## src/rtl/vga_linebuf_ctrl_if.sv

```systemverilog
// Source pixel handshake and 1R1W line-RAM port bundle for vga_linebuf_ctrl.
// The controller uses the master view; the pixel source and RAM model use the slave view.
interface vga_linebuf_ctrl_if #(
    parameter int HW = 10,
    parameter int DW = 12
);
    logic          src_req;
    logic          src_sof;
    logic          src_vld;
    logic          src_rdy;
    logic [DW-1:0] src_data;
    logic          ram_we;
    logic [HW:0]   ram_addr_w;
    logic [DW-1:0] ram_din;
    logic [HW:0]   ram_addr_r;

    modport master (
        output src_req, src_sof, src_rdy, ram_we, ram_addr_w, ram_din, ram_addr_r,
        input  src_vld, src_data
    );

    modport slave (
        input  src_req, src_sof, src_rdy, ram_we, ram_addr_w, ram_din, ram_addr_r,
        output src_vld, src_data
    );
endinterface

```

## src/rtl/vga_linebuf_ctrl.sv

```systemverilog
// Ping-pong line-buffer controller: fills one RAM bank from the pixel source
// while the display reads the other, swapping banks on each line_sync.
//
// state | meaning
// IDLE  | frame finished (or after reset); waits for frame_start
// REQ   | one-cycle request for the next line from the source
// FILL  | accepting pixels into the fill bank
// DONE  | line complete; waits for line_sync to swap banks
module vga_linebuf_ctrl #(
    parameter int HW        = 10,
    parameter int DW        = 12,
    parameter int H_DISPLAY = 640,
    parameter int V_DISPLAY = 480
) (
    input  logic                  clk,
    input  logic                  rst_n,
    input  logic                  frame_start,
    input  logic                  line_sync,
    input  logic [HW-1:0]         rd_x,
    output logic                  underrun,
    vga_linebuf_ctrl_if.master    bus
);
    localparam int LW = $clog2(V_DISPLAY + 1);
    localparam logic [HW-1:0] W_LAST  = HW'(H_DISPLAY - 1);
    localparam logic [LW-1:0] L_LINES = LW'(V_DISPLAY);

    typedef enum logic [1:0] {
        S_IDLE = 2'd0,
        S_REQ  = 2'd1,
        S_FILL = 2'd2,
        S_DONE = 2'd3
    } state_t;

    state_t        state, state_nxt;
    logic          fill_bank;
    logic          sof_flag;
    logic [HW-1:0] wcnt;
    logic [LW-1:0] lcnt;
    logic          handshake;

    assign handshake = (state == S_FILL) && bus.src_vld;

    always_ff @(posedge clk or negedge rst_n) begin
        if (!rst_n) state <= S_IDLE;
        else        state <= state_nxt;
    end

    // frame_start overrides everything, including a coincident line_sync.
    always_comb begin
        state_nxt = state;
        if (frame_start) begin
            state_nxt = S_REQ;
        end else begin
            case (state)
                S_IDLE: state_nxt = S_IDLE;
                S_REQ:  state_nxt = S_FILL;
                S_FILL: if (handshake && (wcnt == W_LAST)) state_nxt = S_DONE;
                S_DONE: if (line_sync) state_nxt = (lcnt < L_LINES) ? S_REQ : S_IDLE;
                default: state_nxt = S_IDLE;
            endcase
        end
    end

    always_ff @(posedge clk or negedge rst_n) begin
        if (!rst_n) begin
            fill_bank <= 1'b0;
            sof_flag  <= 1'b0;
            wcnt      <= '0;
            lcnt      <= '0;
            underrun  <= 1'b0;
        end else begin
            underrun <= line_sync && !frame_start && ((state == S_REQ) || (state == S_FILL));
            if (frame_start) begin
                wcnt     <= '0;
                lcnt     <= '0;
                sof_flag <= 1'b1;
            end else begin
                case (state)
                    S_REQ: begin
                        lcnt     <= lcnt + 1'b1;
                        wcnt     <= '0;
                        sof_flag <= 1'b0;
                    end
                    S_FILL: if (handshake) wcnt <= wcnt + 1'b1;
                    S_DONE: if (line_sync) fill_bank <= ~fill_bank;
                    default: ;
                endcase
            end
        end
    end

    always_comb begin
        bus.src_req    = 1'b0;
        bus.src_sof    = 1'b0;
        bus.src_rdy    = 1'b0;
        bus.ram_we     = 1'b0;
        bus.ram_addr_w = {fill_bank, wcnt};
        bus.ram_din    = bus.src_data;
        bus.ram_addr_r = {~fill_bank, rd_x};
        case (state)
            S_REQ: begin
                bus.src_req = 1'b1;
                bus.src_sof = sof_flag;
            end
            S_FILL: begin
                bus.src_rdy = 1'b1;
                bus.ram_we  = bus.src_vld;
            end
            default: ;
        endcase
    end
endmodule
```

## src/flat_wrapper.sv

```systemverilog
// flat-port wrapper written by rule: the top's interface ports become plain ports
module vga_linebuf_ctrl_flat 
#(
    parameter int HW        = 10,
    parameter int DW        = 12,
    parameter int H_DISPLAY = 640,
    parameter int V_DISPLAY = 480
)
  (clk, rst_n, frame_start, line_sync, rd_x, underrun, bus_src_req, bus_src_sof, bus_src_rdy, bus_ram_we, bus_ram_addr_w, bus_ram_din, bus_ram_addr_r, bus_src_vld, bus_src_data);
  vga_linebuf_ctrl_if #(.HW(HW), .DW(DW)) bus_i ();
  input  logic clk;
  input  logic rst_n;
  input  logic frame_start;
  input  logic line_sync;
  input  logic [HW-1:0] rd_x;
  output logic underrun;
  output wire logic [$bits(bus_i.src_req)-1:0] bus_src_req;
  output wire logic [$bits(bus_i.src_sof)-1:0] bus_src_sof;
  output wire logic [$bits(bus_i.src_rdy)-1:0] bus_src_rdy;
  output wire logic [$bits(bus_i.ram_we)-1:0] bus_ram_we;
  output wire logic [$bits(bus_i.ram_addr_w)-1:0] bus_ram_addr_w;
  output wire logic [$bits(bus_i.ram_din)-1:0] bus_ram_din;
  output wire logic [$bits(bus_i.ram_addr_r)-1:0] bus_ram_addr_r;
  input wire logic [$bits(bus_i.src_vld)-1:0] bus_src_vld;
  input wire logic [$bits(bus_i.src_data)-1:0] bus_src_data;
  assign bus_src_req = bus_i.src_req;
  assign bus_src_sof = bus_i.src_sof;
  assign bus_src_rdy = bus_i.src_rdy;
  assign bus_ram_we = bus_i.ram_we;
  assign bus_ram_addr_w = bus_i.ram_addr_w;
  assign bus_ram_din = bus_i.ram_din;
  assign bus_ram_addr_r = bus_i.ram_addr_r;
  assign bus_i.src_vld = bus_src_vld;
  assign bus_i.src_data = bus_src_data;
  vga_linebuf_ctrl #(.HW(HW), .DW(DW), .H_DISPLAY(H_DISPLAY), .V_DISPLAY(V_DISPLAY)) u_core (.clk(clk), .rst_n(rst_n), .frame_start(frame_start), .line_sync(line_sync), .rd_x(rd_x), .underrun(underrun), .bus(bus_i));
endmodule
```

## config.mk

```make
export PLATFORM = sky130hd
export DESIGN_NAME = vga_linebuf_ctrl_flat
export DESIGN_NICKNAME = d
export VERILOG_FILES = /design/src/rtl/vga_linebuf_ctrl_if.sv /design/src/rtl/vga_linebuf_ctrl.sv /design/src/flat_wrapper.sv
export SDC_FILE = /design/constraint.sdc
export NUM_CORES = 1
export LEC_CHECK = 0
export ABC_AREA = 1
export CAP_MARGIN = 15
export CORE_ASPECT_RATIO = 1.25
export CORE_MARGIN = 2
export CORE_UTILIZATION = 30
export CTS_BUF_LIST = sky130_fd_sc_hd__clkbuf_4 sky130_fd_sc_hd__clkbuf_8
export CTS_CLUSTER_DIAMETER = 60
export DETAILED_ROUTE_END_ITERATION = 10
export HOLD_SLACK_MARGIN = 0.05
export SLEW_MARGIN = 20
export SYNTH_ARGS = -nofsm -noshare
export SYNTH_HDL_FRONTEND = slang
export SYNTH_SLANG_ARGS = --single-unit
```

## constraint.sdc

```tcl
create_clock -name clk -period 2.88 [get_ports clk]
set_input_delay 0.432 -clock clk [delete_from_list [all_inputs] [get_ports clk]]
set_output_delay 0.432 -clock clk [all_outputs]
set_load 0.02 [all_outputs]
```

### Yosys cells after proc, flatten, opt, wreduce, memory -nomap -nowiden

Index checks and enable logic that the tools add are counted.

| storage, ports and cells | value |
|---|---|
| flip-flop bits (word level) | 24 |
| output and inout port bits | 39 |
| input bits | 27 |
| logic and storage cells | 46 |

| operators by class | value |
|---|---|
| equality and inequality tests | 7 |
| add/sub/neg operators | 2 |
| bitwise logic cells | 2 |
| order comparisons | 1 |
| reductions and logical operators | 12 |
| multiplexer cells | 16 |

Operator list:

| kind | count |
|---|---|
| two-way mux 10 bit | 2 |
| one-hot mux 10 bit (2 select lines) | 1 |
| two-way mux 9 bit | 2 |
| adder 10 x 1 -> 10 bit, second input constant | 1 |
| equality test 10 bit, second input constant | 1 |
| adder 9 x 1 -> 9 bit, second input constant | 1 |
| less-than comparator 9 bit, second input constant | 1 |
| one-hot mux 2 bit (4 select lines) | 1 |
| two-way mux 1 bit | 7 |
| two-way mux 2 bit | 3 |
| != test 3 bit, second input constant | 2 |
| equality test 2 bit, second input constant | 2 |
| logical AND 1 bit | 4 |
| AND reduction 2 bit | 2 |
| != test 3 x 2 -> 1 bit, second input constant | 1 |
| AND reduction 3 bit | 1 |
| nonzero test 3 bit | 1 |
| equality test 2 x 1 -> 1 bit, second input constant | 1 |
| logical NOT 2 bit | 1 |
| NOT 1 bit | 2 |
| nonzero test 2 bit | 1 |
| logical NOT 1 bit | 1 |
| logical OR 1 bit | 1 |

### Logic depth before layout (Yosys ltp)

| depth | value |
|---|---|
| word-level depth | 6 |
| mapped depth | 11 |
| depth with buffers taken out | 11 |

### Worst setup path after synthesis

OpenSTA, ideal clock, no wires.

| timing path | value |
|---|---|
| kind | register -> output |
| from | register u_core.state[0] |
| to | output bus_ram_we |
| data required time | 2.448 ns |
| path slack | 1.245 ns |
| path buffers | 0 |
| cell stages (with the launch flop) | 5 |
| arrival time | 1.203 ns |
| cell sequence | dfrtp_1 > inv_1 > ha_1 > nand2_1 > inv_1 |

| between the ends | value |
|---|---|
| longest elaborated chain between the ends | 2 |

Ends and longest elaborated chain:

| item | line | RTL |
|---|---|---|
| start, declared | vga_linebuf_ctrl.sv:34 | `state_t state, state_nxt;` |
| start signal, assigned | vga_linebuf_ctrl.sv:45 | `else state <= state_nxt;` |
| equality test 2 bit | vga_linebuf_ctrl.sv:100 | `case (state)` |
| two-way mux 1 bit | vga_linebuf_ctrl.sv:100 |  |
| end, declared | flat_wrapper.sv:20 | `output wire logic [$bits(bus_i.ram_we)-1:0] bus_ram_we;` |

No other way between the ends.

### Worst setup path in the final report

Ends and elaborated chain as after synthesis.

==> flow_summary.json <==
{
  "dr.pass1.iters": 4,
  "grt_usage_pct": 10.8,
  "rsz0062_at_grt": "no",
  "synthSimpleGateAreaFrac_pct": 27.6,
  "yosys_warnings": 0,
  "syn_avg_cell_area_um2": 7.83,
  "clock_path_buffers": 2,
  "power_density_mw_per_mm2": 650,
  "worst_setup_path_start_kind": "register",
  "viasPerCell": 4.56,
  "h-tree-depth": 1,
  "crit_fanout": 5,
  "grt_pass1_wl_um": 4750,
  "via_count": 1154,
  "post-synth-top-count-cell": "nand2_1",
  "synth_largest_area_cell": "dfrtp_1",
  "syn_area_mm2": 0.00150,
  "hold_class": "register to register",
  "muxShareOfSynthArea_pct": 0,
  "crit_path_cell_trace": "inv_1 -> ha_1 -> nand2_1 -> inv_1 -> clkdlybuf4s50_1",
  "place_congestion": 0.793,
  "postRouteAntennaNets": 0,
  "path_class": "register to output pin",
  "ys_top_cells_by_count": "41 x nand2_1, 24 x dfrtp_1, 23 x buf_4, 22 x inv_1, 19 x nand3_1",
  "synth_area_leaders": "dfrtp_1 40%, buf_4 11%, nand2_1 10%",
  "cpMostUsedCell": "inv_1",
  "antenna_found_initial": 0,
  "ios": 66,
  "hold_buffers": 0,
  "finalHoldViolCount": 0,
  "critPathTopFamily": "buffers and inverters",
  "final_cells": 253,
  "path_buf_inv": 3,
  "synth_ff_type": "dfrtp_1",
  "synthArstFlopShare_pct": 100,
  "tns_ns": 0,
  "synth_compound_area_share_pct": 8.90,
  "max-cap-violations": 0,
  "p_leak_nw": 0.785,
  "io_buffers": 21,
  "die_x_um": 67.3,
  "die_h_um": 83.2,
  "ys_ff_latch": 24,
  "rows": 28,
  "cts_tree": "built",
  "syn_to_final_growth_pct": 10.3,
  "relSlewSlack_pct": 78.0,
  "ys_seq_area_share_pct": 39.9,
  "dieArea_mm2": 0.00560,
  "outcome": "finished clean",
  "period_share_pct": 81.6,
  "cts_resized": 0,
  "drt_iter0_drc": 59,
  "peakVddDrop_uv": 363,
  "critical-path-slowest-cell": "clkdlybuf4s50_1",
  "finClkSkew_ns": 0.00595,
  "synthesis.nets": 224,
  "ys_types": 21,
  "coreArea_mm2": 0.00480,
  "grt_start_max_net_pins": 25,
  "dp_cells": 249,
  "drc": 0,
  "synthAdderAreaFrac_pct": 4.16,
  "clkTransAtPathRegs_ns": 0.09,
  "yosys.area.top_type_share_pct": 39.9,
  "fmax_ghz": 0.426,
  "gr-total-overflow": 0,
  "wl_per_cell_um": 10.7,
  "fin_nets": 226,
  "drv_slew": 0,
  "crit_path_max_incr_delay_ns": 0.60,
  "worst_ep_required_time_ns": 2.45,
  "wirelength_um": 2700,
  "start_util_pct": 31.3,
  "clk_latency_ns": 0.26,
  "dp_hpwl_um": 2060,
  "worst_setup_path_end_kind": "output pin",
  "setup_viol": 0,
  "timing.final.crit_period_ns": 2.35,
  "clkSinkCount": 24,
  "synth_xor_area_share_pct": 0.582,
  "tightest_slew_ns": 0.328,
  "num_antenna_cells": 0,
  "cts_buffers": 3,
  "final_util_pct": 34.6,
  "grt_pass1_vias": 1066,
  "synth_edf_count": 0,
  "cts_setup_buffers": 0,
  "synth_top_family_by_area": "simple AND/OR/NAND/NOR gates",
  "synthCells": 192,
  "drive_above_1_share_pct": 8.29,
  "cts_root_buffer": "clkbuf_8",
  "worstPathArrival_ns": 1.92
}
==> layer usage <==
layer	vias to the layer above	GRT usage, %	wire length, um
met2	20	16.7	1290
met5	-	0	0
met1	535	14.4	1230
met3	2	2.85	154
li1	597	-	-
met4	0	3.53	25
==> worst register-to-register path, delay by kind of cell (launching register included) <==
family / cells / cell delay, ns
flip-flops: 1 / 0.43
buffers and inverters: 3 / 0.24
AND/OR/NAND/NOR: 7 / 0.62
adder cells (fa/ha/maj): 1 / 0.33
==> worst paths after layout <==
check / from / to / slack, ns / cells after the start
worst min register to register: u_core.sof_flag$_DFFE_PN0P_ / u_core.sof_flag$_DFFE_PN0P_ / 0.49 / 2
max in group asynchronous: rst_n / u_core.lcnt[6]$_DFFE_PN0P_ / 2.12 / 2
worst max register to register: u_core.state[1]$_DFFE_PN0P_ / u_core.wcnt[4]$_DFFE_PN0P_ / 1.16 / 11
min in group asynchronous: rst_n / u_core.wcnt[6]$_DFFE_PN0P_ / 0.52 / 2
worst min-delay path: u_core.sof_flag$_DFFE_PN0P_ / u_core.sof_flag$_DFFE_PN0P_ / 0.49 / 2
worst max-delay path: u_core.state[0]$_DFFE_PN0P_ / bus_ram_we / 0.53 / 5
==> metrics by stage <==
stage / hold WS (ns) / worst slack [ns] / cell area [um^2] / total power (W)
2_1_floorplan: 0.136 / 1.25 / 1500 / 0.000779
3_3_place_gp: 0.474 / 0.689 / 1600 / 0.000858
3_5_place_dp: 0.475 / 0.683 / 1600 / 0.000863
4_1_cts: 0.495 / 0.510 / 1660 / 0.00110
5_1_grt: 0.516 / 0.407 / 1660 / 0.00116
6_report: 0.486 / 0.531 / 1660 / 0.00108
==> where the power goes <==
group          internal, W  leakage (nW)  switching [W]
sequential        0.000385         0.322      0.0000440
combinational     0.000168         0.434       0.000254
clock             0.000122        0.0288       0.000106
total             0.000675         0.785       0.000404
==> sequential cells by signal, indices dropped and copies added (netlist names) <==
register          flops
u_core.fill_bank      1
u_core.lcnt           9
u_core.sof_flag       1
u_core.state          2
u_core.underrun       1
u_core.wcnt          10
==> cell usage in the layout, fill, tap and decap left out, drive strengths merged <==
master / instances
nand2: 45
dfrtp: 24
inv: 24
clkdlybuf4s50: 21
nand3: 21
nor2: 18
a21oi: 12
o21ai: 8
ha: 5
clkbuf: 4
nor3: 3
o21bai: 2
nand4: 2
a21boi: 1
xor2: 1
and3: 1
buf: 1
==> cell families (layout without fill, tap and decap cells) <==
group,after synthesis,in the layout
simple gates,90,90
xor+xnor,1,1
compound gates,23,23
flops,24,24
buf+inv,49,50
fa+ha+maj,5,5
==> area by class of cell <==
class / count / area, um^2
Fill cell: 504 / 3140
Multi-Input combinational cell: 119 / 621
Sequential cell: 24 / 601
Timing Repair Buffer: 22 / 218
Inverter: 24 / 90.1
Tap cell: 60 / 75.1
Clock buffer: 4 / 55.1
Power figures use the tool's default switching activity.
